==> src/rtl/lwe_pkg.sv <==
// Shared constants and arithmetic helpers for the LWE encrypt/multiply datapath.
//   mod_width : log2 of a power-of-two modulus, i.e. the register width it needs
//   mod_add   : ciphertext add, carries dropped (mod q)
//   mod_mul   : ciphertext multiply, high product bits dropped (mod q)
package lwe_pkg;

  function automatic int unsigned mod_width(input int unsigned modulus);
    return $clog2(modulus);
  endfunction

  localparam int unsigned PLAINTEXT_MODULUS  = 8;
  localparam int unsigned PLAINTEXT_WIDTH    = mod_width(PLAINTEXT_MODULUS);
  localparam int unsigned CIPHERTEXT_MODULUS = 64;
  localparam int unsigned CIPHERTEXT_WIDTH   = mod_width(CIPHERTEXT_MODULUS);
  localparam int unsigned DIMENSION          = 1;
  localparam int unsigned BIG_N              = 5;

  // Ciphertext entries per vector and product coefficients per result.
  localparam int unsigned CT_ROWS   = DIMENSION + 1;
  localparam int unsigned ACC_ROWS  = 2 * DIMENSION + 1;
  localparam int unsigned ROW_WIDTH = DIMENSION + 1;

  typedef logic [CIPHERTEXT_WIDTH-1:0] ct_t;

  function automatic ct_t mod_add(input ct_t a, input ct_t b);
    return CIPHERTEXT_WIDTH'(a + b);
  endfunction

  function automatic ct_t mod_mul(input ct_t a, input ct_t b);
    logic [2*CIPHERTEXT_WIDTH-1:0] full;
    full = (2*CIPHERTEXT_WIDTH)'(a) * (2*CIPHERTEXT_WIDTH)'(b);
    return CIPHERTEXT_WIDTH'(full);
  endfunction

endpackage

==> src/rtl/lwe_encrypt_row.sv <==
// Encrypt engine: one ciphertext entry per cycle, 1-cycle latency.
//   plaintext_i    : message, added unscaled on row 0 only
//   publickey_i    : BIG_N flattened entries, entry i at [i*W +: W]
//   noise_select_i : subset bits, MSB selects entry 0
//   row_i          : index of the ciphertext entry being produced
//   ciphertext_o   : registered entry, sum mod 2^W
module lwe_encrypt_row #(
  parameter int unsigned BIG_N   = 5,
  parameter int unsigned W       = 6,
  parameter int unsigned PT_W    = 3,
  parameter int unsigned ROW_W   = 2
) (
  input  logic               clk,
  input  logic               rst_n,
  input  logic [PT_W-1:0]    plaintext_i,
  input  logic [BIG_N*W-1:0] publickey_i,
  input  logic [BIG_N-1:0]   noise_select_i,
  input  logic [ROW_W-1:0]   row_i,
  output logic [W-1:0]       ciphertext_o
);

  logic [W-1:0] sum_c;
  logic [W-1:0] ciphertext_d;
  logic [W-1:0] ciphertext_q;

  // Subset sum; selection bits are reversed relative to entry order.
  always_comb begin
    sum_c = '0;
    for (int unsigned i = 0; i < BIG_N; i++) begin
      if (noise_select_i[BIG_N-1-i]) begin
        sum_c = W'(sum_c + publickey_i[i*W +: W]);
      end
    end
    ciphertext_d = sum_c;
    if (row_i == '0) begin
      ciphertext_d = W'(sum_c + W'(plaintext_i));
    end
  end

  always_ff @(posedge clk or negedge rst_n) begin
    if (!rst_n) begin
      ciphertext_q <= '0;
    end else begin
      ciphertext_q <= ciphertext_d;
    end
  end

  assign ciphertext_o = ciphertext_q;

endmodule

==> src/rtl/lwe_encrypt_multiply.sv <==
// LWE encrypt engine plus streaming ciphertext polynomial multiplier.
//   enc_*                 : encrypt engine inputs, enc_ciphertext registered out
//   mul_ciphertext_entry  : streamed operand entry
//   mul_row               : entry / coefficient index
//   mul_ciphertext_select : 0 = ct1 (stored), 1 = ct2 (multiplied in)
//   mul_en                : input valid; all multiply state holds when low
//   mul_result_partial    : registered product coefficient
module lwe_encrypt_multiply
  import lwe_pkg::*;
(
  input  logic                              clk,
  input  logic                              rst_n,
  input  logic [PLAINTEXT_WIDTH-1:0]        enc_plaintext,
  input  logic [BIG_N*CIPHERTEXT_WIDTH-1:0] enc_publickey_row,
  input  logic [BIG_N-1:0]                  enc_noise_select,
  input  logic [ROW_WIDTH-1:0]              enc_row,
  output logic [CIPHERTEXT_WIDTH-1:0]       enc_ciphertext,
  input  logic [CIPHERTEXT_WIDTH-1:0]       mul_ciphertext_entry,
  input  logic [ROW_WIDTH-1:0]              mul_row,
  input  logic                              mul_ciphertext_select,
  input  logic                              mul_en,
  output logic [CIPHERTEXT_WIDTH-1:0]       mul_result_partial
);

  lwe_encrypt_row #(
    .BIG_N (BIG_N),
    .W     (CIPHERTEXT_WIDTH),
    .PT_W  (PLAINTEXT_WIDTH),
    .ROW_W (ROW_WIDTH)
  ) u_encrypt_row (
    .clk            (clk),
    .rst_n          (rst_n),
    .plaintext_i    (enc_plaintext),
    .publickey_i    (enc_publickey_row),
    .noise_select_i (enc_noise_select),
    .row_i          (enc_row),
    .ciphertext_o   (enc_ciphertext)
  );

  logic [CT_ROWS-1:0][CIPHERTEXT_WIDTH-1:0]  ct1_q, ct1_d;
  logic [ACC_ROWS-1:0][CIPHERTEXT_WIDTH-1:0] acc_q, acc_d;
  logic [CIPHERTEXT_WIDTH-1:0]               res_q, res_d;

  logic row_in_ct_c;
  logic row_in_acc_c;

  assign row_in_ct_c  = (mul_row <= ROW_WIDTH'(DIMENSION));
  assign row_in_acc_c = (mul_row <= ROW_WIDTH'(2 * DIMENSION));

  // Multiply engine next state. Coefficient j is final once ct2[j] is folded
  // in, because later ct2 entries only touch higher coefficients.
  always_comb begin
    ct1_d = ct1_q;
    acc_d = acc_q;
    res_d = res_q;
    if (mul_en) begin
      res_d = '0;
      if (!mul_ciphertext_select && row_in_ct_c) begin
        for (int unsigned k = 0; k < CT_ROWS; k++) begin
          if (mul_row == ROW_WIDTH'(k)) begin
            ct1_d[k] = mul_ciphertext_entry;
          end
        end
        // Row 0 of ct1 opens a new product.
        if (mul_row == '0) begin
          acc_d = '0;
        end
      end else if (mul_ciphertext_select && row_in_ct_c) begin
        for (int unsigned j = 0; j < CT_ROWS; j++) begin
          if (mul_row == ROW_WIDTH'(j)) begin
            for (int unsigned i = 0; i < CT_ROWS; i++) begin
              acc_d[i+j] = mod_add(acc_q[i+j], mod_mul(ct1_q[i], mul_ciphertext_entry));
            end
            res_d = acc_d[j];
          end
        end
      end else if (!mul_ciphertext_select && row_in_acc_c) begin
        // Upper coefficients are read out without storing anything.
        for (int unsigned k = 0; k < ACC_ROWS; k++) begin
          if (mul_row == ROW_WIDTH'(k)) begin
            res_d = acc_q[k];
          end
        end
      end
    end
  end

  always_ff @(posedge clk or negedge rst_n) begin
    if (!rst_n) begin
      ct1_q <= '0;
      acc_q <= '0;
      res_q <= '0;
    end else begin
      ct1_q <= ct1_d;
      acc_q <= acc_d;
      res_q <= res_d;
    end
  end

  assign mul_result_partial = res_q;

endmodule

==> config.mk <==
export PLATFORM = sky130hd
export DESIGN_NAME = lwe_encrypt_multiply
export DESIGN_NICKNAME = d
export VERILOG_FILES = /design/src/rtl/lwe_pkg.sv /design/src/rtl/lwe_encrypt_row.sv /design/src/rtl/lwe_encrypt_multiply.sv
export SDC_FILE = /design/constraint.sdc
export NUM_CORES = 1
export LEC_CHECK = 0
export CORE_MARGIN = 2
export CORE_UTILIZATION = 51
export CTS_CLUSTER_DIAMETER = 50
export DETAILED_ROUTE_END_ITERATION = 6
export GPL_TIMING_DRIVEN = 0
export PLACE_DENSITY = 0.78
export SLEW_MARGIN = 20
export SYNTH_ARGS = -nofsm -noshare
export SYNTH_HDL_FRONTEND = slang
export SYNTH_SLANG_ARGS = --single-unit
==> constraint.sdc <==
create_clock -name clk -period 3.3 [get_ports clk]
set_input_delay 0.66 -clock clk [delete_from_list [all_inputs] [get_ports clk]]
set_output_delay 0.66 -clock clk [all_outputs]
set_load 0.02 [all_outputs]
## Yosys cells after proc, flatten, opt, wreduce, memory -nomap -nowiden

Cells that the tools add are included.
Widths: inputs -> output; s select.

| word-level totals | value |
|---|---|
| register bits after elaboration | 42 |
| bits of input ports | 52 |
| output and inout bits | 12 |
| logic and storage cells | 56 |

| operators by class | value |
|---|---|
| add/subtract/negate cells | 9 |
| $mul | 2 |
| $lt $le $gt $ge | 2 |
| equal/unequal tests | 3 |
| mux-type cells | 19 |
| reduce and logical (&&, ||, !) cells | 14 |

Operators with widths:

| operator | number |
|---|---|
| $mux 6 | 14 |
| $mux 18 | 3 |
| $add 6x6->6 | 8 |
| $mux 12 | 2 |
| $mul 6x6->6 | 2 |
| $reduce_and 3->1 | 3 |
| $reduce_and 4->1 | 2 |
| $add 6x3->6 | 1 |
| $reduce_bool 2->1 | 3 |
| $logic_not 2->1 | 2 |
| $logic_and 1x1->1 | 3 |
| $eq 2x1->1 const B | 1 |
| $eq 2x2->1 const B | 1 |
| $le 2x1->1 const B | 1 |
| $le 2x2->1 const B | 1 |
| $ne 2x1->1 const B | 1 |
| $logic_not 1->1 | 1 |

## Longest topological paths before layout

| depth | value |
|---|---|
| word-level depth | 11 |
| depth in mapped cells | 24 |

## Hierarchy

From an unflattened synthesis, not the netlist that was laid out.

| unflattened totals | value |
|---|---|
| cells, all modules | 517 |
| area total of the unflattened synthesis | 4643.2 µm² |

By module, submodules not included:

| module | times used | cells each | area each (µm²) | sequential area each (µm²) |
|---|---|---|---|---|
| lwe_encrypt_multiply | 1 | 329 | 3110.5 | 900.9 |
| lwe_encrypt_row | 1 | 188 | 1532.7 | 150.1 |

## Least setup slack after synthesis

Ideal clock, no wire load.

| path | value |
|---|---|
| path kind | input -> register |
| start point | input enc_noise_select[4] |
| end point | register u_encrypt_row.ciphertext_q[5] (netlist: u_encrypt_row.ciphertext_o[5]) |
| setup time | 0.125 ns |
| arrival time | 5.010 ns |
| data required time | 3.175 ns |
| setup slack | -1.836 ns |
| stages on the path | 23 |
| cell sequence | and2_1 -> ha_1 -> inv_1 -> fa_1 -> xnor2_1 -> mux2_2 -> ha_1 -> nor2b_1 -> o21a_1 -> or3_1 -> a31o_2 -> ha_1 -> or3_1 -> a21oi_1 -> a21oi_1 -> ha_1 -> nand4b_1 -> o21ai_0 -> nor2_1 -> o311ai_0 -> xor2_1 -> xnor2_1 -> xnor2_1 |

| on the way | value |
|---|---|
| word-level cells in the longest chain between the ends | 11 |

Ends and longest elaborated chain:

| element | RTL line | RTL |
|---|---|---|
| start, declared | lwe_encrypt_multiply.sv:15 | `input logic [BIG_N-1:0] enc_noise_select,` |
| $mux 6 * | lwe_encrypt_row.sv:30 | `if (noise_select_i[BIG_N-1-i]) begin` |
| $add 6x6->6 | lwe_encrypt_row.sv:31 | `sum_c = W'(sum_c + publickey_i[i*W +: W]);` |
| $mux 6 * | lwe_encrypt_row.sv:30 |  |
| $add 6x6->6 | lwe_encrypt_row.sv:31 |  |
| $mux 6 * | lwe_encrypt_row.sv:30 |  |
| $add 6x6->6 | lwe_encrypt_row.sv:31 |  |
| $mux 6 * | lwe_encrypt_row.sv:30 |  |
| $add 6x6->6 | lwe_encrypt_row.sv:31 |  |
| $mux 6 * | lwe_encrypt_row.sv:30 |  |
| $add 6x3->6 | lwe_encrypt_row.sv:36 | `ciphertext_d = W'(sum_c + W'(plaintext_i));` |
| $mux 6 * | lwe_encrypt_row.sv:35 | `if (row_i == '0) begin` |
| named net u_encrypt_row.ciphertext_d[5] | lwe_encrypt_row.sv:23 | `logic [W-1:0] ciphertext_d;` |
| end signal, assigned | lwe_encrypt_row.sv:44 | `ciphertext_q <= ciphertext_d;` |
| end, declared | lwe_encrypt_row.sv:24 | `logic [W-1:0] ciphertext_q;` |

The timed path passes the listed nets; every way through them passes the cells marked *.
A chain may end at the register's enable or synchronous reset.

## Worst setup path after layout

| path | value |
|---|---|
| start point | input enc_publickey_row[0] |
| end point | register u_encrypt_row.ciphertext_q[5] (netlist: u_encrypt_row.ciphertext_o[5]) |

| on the way | value |
|---|---|
| word-level cells in the longest chain between the ends | 11 |

Ends and longest elaborated chain:

| element | RTL line | RTL |
|---|---|---|
| start, declared | lwe_encrypt_multiply.sv:14 | `input logic [BIG_N*CIPHERTEXT_WIDTH-1:0] enc_publickey_row,` |
| $mux 6 * | lwe_encrypt_row.sv:30 |  |
| $add 6x6->6 | lwe_encrypt_row.sv:31 |  |
| $mux 6 * | lwe_encrypt_row.sv:30 |  |
| $add 6x6->6 | lwe_encrypt_row.sv:31 |  |
| $mux 6 * | lwe_encrypt_row.sv:30 |  |
| $add 6x6->6 | lwe_encrypt_row.sv:31 |  |
| $mux 6 * | lwe_encrypt_row.sv:30 |  |
| $add 6x6->6 | lwe_encrypt_row.sv:31 |  |
| $mux 6 * | lwe_encrypt_row.sv:30 |  |
| $add 6x3->6 | lwe_encrypt_row.sv:36 |  |
| $mux 6 * | lwe_encrypt_row.sv:35 |  |
| named net u_encrypt_row.ciphertext_d[5] | lwe_encrypt_row.sv:23 |  |

Marked as above.

==> impl_metrics.ini <==
[cells_and_area]
instances_no_fill = 739
n_antenna_cell = 0
syn2layout_area_growth_pct = 40.84
regArea_um2 = 1051
nFillCells = 646
multi_input_area_um2 = 4202
drive_gt1_frac = 0.3089
nNetsFinal = 755

[pwr]
power_density_nw_per_um2 = 782.5
p_leak_nw = 3.008
ir_worst_vdd_mv = 0.5551

[worst_setup_path]
critPathBufInv = 2
path_common_cell = ha_4
critical_path.cell_chain = buf_6, and2_4, ha_4, inv_2, fa_2, xnor2_2, mux2_4, ha_4, nor2b_4, o21a_1, or3_1, a31o_2, ha_4, or3_4, a21oi_4, a21oi_2, ha_4, nand4b_1, o21ai_1, nor2_1, o311ai_4, xor2_2, xnor2_2, xnor2_1
critical-path-slowest-cell = fa_2
r2r_slack_ps = -650
cpPeakStageDelay_ps = 420
critPathRequiredTime_ps = 3480
arrival_ps = 5140
path_delay_family = adder cells
end_kind = flip-flop
critPathLaunchType = input pin
critPathKind = in -> reg
critPathMaxFanout = 4

[placement]
place_hpwl_um = 9216
io_buffers = 59
gp_congestion = 0.8482
place_inst = 694

[clocking]
clockBufferDepth = 2
numCtsBuffers = 5
tritoncts = built
clkLatencyLatePin_ps = 300
h-tree-depth = 2
ctsRootBufferMaster = clkbuf_8
clock_sinks = 42
clk_pin_slew_ps = 80

[floorplanning]
rows = 35
pin_count = 64
start_util = 0.5183
die_y_um = 100.2
die_x_um = 100.2
core_um2 = 9109
die_area_um2 = 10040

[sta]
fmax_ghz = 0.2016
finalSetupTns_ps = -10340
slew_violations = 0
worst_pin_slew_ps = 564.6
fin_skew_ps = 6.290
fin_crit_sh = 1.503
period_minus_slack_ps = 4960
hold_violations = 0
slew_headroom = 0.6222
finalSetupViolCount = 13
rsz0062_at_grt = yes
finalWorstSetupSlack_ps = -1660

[synthesis]
synth_edf_count = 0
syn_avg_cell_area_um2 = 9.026
ys_seq_area_frac = 0.2226
synth_area_leader_cell = dfrtp_1
synth_area_um2 = 4721
synth-seq-cells = 42
ys_types = 59
async_reset_ff_frac = 1.000
synth_nets = 651
syn_inst = 523
synth_top_area_share = 0.2226
synth_warnings = 0
synthFlopType = dfrtp_1
synthTopCellsByArea = dfrtp_1 22%, ha_1 15%, fa_1 8.1%

[status]
status = complete, but fails checks
violations = negative setup slack

[drt]
drt_iter0_markers = 157
first_pass_iters = 6
routedWlPerCell_um = 17.16
num_vias = 4306
routed_wl_um = 12680
via_per_inst = 5.827
ant_nets = 0
drcViolationCount = 0

[flow_run]
cap_violations = 0

[grt]
grt_pass1_vias = 4498
overflow = 0
antenna_found_initial = 0
grt_pass1_wl_um = 20180
grt_max_degree = 25
grtUsageTotal = 0.2472

[min_path]
hold_path.class = in -> async
path summary, 6_finish.rpt:
kind                                                    from                                 endpoint  depth (start not counted)
max                                     enc_publickey_row[0]  u_encrypt_row.ciphertext_o[5]$_DFF_PN0_                         24
min                                                    rst_n                     acc_q[7]$_DFFE_PN0P_                          1
max reg2reg                             ct1_q[2]$_DFFE_PN0P_                     acc_q[5]$_DFFE_PN0P_                         12
min reg2reg                mul_result_partial[1]$_DFFE_PN0P_        mul_result_partial[1]$_DFFE_PN0P_                          1
max in group asynchronous                              rst_n                     ct1_q[3]$_DFFE_PN0P_                          2
min in group clk           mul_result_partial[1]$_DFFE_PN0P_        mul_result_partial[1]$_DFFE_PN0P_                          1
layer usage:
layer  GRT usage  wire length [um]  share of wire  vias up
met4     0.08957               415          0.033        0
met1      0.2894              5075           0.40     2086
met2      0.4662              6699           0.53      145
li1            -                 -              -     2036
met3     0.02298               491          0.039       39
met5           0                 0              0        -
worst reg2reg max path, stage by stage, from the launching register on:
cell and delay, ps:
dfrtp_1 430, and2_4 190, fa_1 590, ha_4 220
fa_1 520, inv_2 50, fa_2 570, inv_2 50
buf_6 110, ha_4 230, a21oi_2 120, xor3_1 460
o31ai_1 290
timing repair:
item / 4_1_cts / 5_1_grt
gates resized for setup: 83 / 53
hold buffers: 0 / 0
buffers inserted: 29 / 10
endpoints found under the setup margin: 18 / 15
pin swaps: 43 / 56
synth_stat cells (3+ instances only):
cell type   n
o21bai_1    3
ha_1       57
clkbuf_1   10
a22oi_1     6
nand2_1    50
a211oi_1    5
fa_1       19
nand2b_1    4
a21o_1     18
xnor2_1    33
inv_1      45
nand3_1     4
and2_1     36
o22ai_1     6
o221ai_1    3
nor4bb_1    6
dfrtp_1    42
nor2_1     21
o21ai_0    25
mux2_2     20
nor2b_1     8
a21oi_1    27
nor3_1      4
mux2i_1     4
xor2_1     11
a31oi_1     6
o21a_1      7
state kept, by name, indices dropped and copies added, names as in the netlist:
| signal | count |
|---|---|
| acc_q | 18 |
| ct1_q | 12 |
| mul_result_partial | 6 |
| u_encrypt_row.ciphertext_o | 6 |
report_power, final:
group / total [mW] / internal (mW) / switching (mW)
clock network: 0.346 / 0.169 / 0.177
logic: 3.99 / 2.10 / 1.90
registers: 0.864 / 0.692 / 0.172
total: 5.20 / 2.96 / 2.24
logic make-up (layout without fill, tap and decap cells):
logic type,Yosys count,in the layout,share of synthesized area
AND/OR/NAND/NOR,147,147,0.1641
AO/OA/AOI/OAI,122,122,0.1662
adder cells (fa/ha/maj),76,76,0.2316
buffers and inverters,61,166,0.04983
XOR/XNOR,49,49,0.1031
flip-flops,42,42,0.2226
multiplexers,26,26,0.06255
through the flow:
step	total power [mW]	setup WS, ps	utilization	instance area (um^2)	hold WS [ps]
floorplan	3.041	-1550	-	5027	364.4
global placement	3.654	-2463	0.6320	5757	462.3
detailed placement	3.793	-2572	0.6345	5779	467.0
CTS	4.730	-1583	0.6935	6317	329.3
global route	5.548	-1770	0.7299	6649	350.6
finish	5.203	-1660	0.7299	6649	315.0
final cells by class:
cell class | count | area share
Multi-Input combinational cell | 420 | 0.6319
Sequential cell | 42 | 0.1581
Timing Repair Buffer | 99 | 0.1408
Inverter | 48 | 0.02747
Tap cell | 111 | 0.02089
Clock buffer | 7 | 0.01298
Buffer | 11 | 0.007151
Clock inverter | 1 | 0.0007527
placed cells by master (no fill, tap or decap), types with 7 or more instances in the layout:
cell / n
ha_1: 31
o21ai_0: 15
xnor2_1: 18
a21o_1: 18
xnor2_2: 14
buf_6: 7
xor2_1: 8
dfrtp_1: 42
nor2_1: 21
inv_1: 37
ha_4: 24
clkdlybuf4s50_1: 46
and2_4: 12
o21ai_1: 8
a21oi_1: 18
mux2_2: 16
clkbuf_1: 9
buf_4: 35
nand2_1: 48
fa_1: 13
and2_1: 24
inv_2: 9
(Power assumes the default switching activity.)
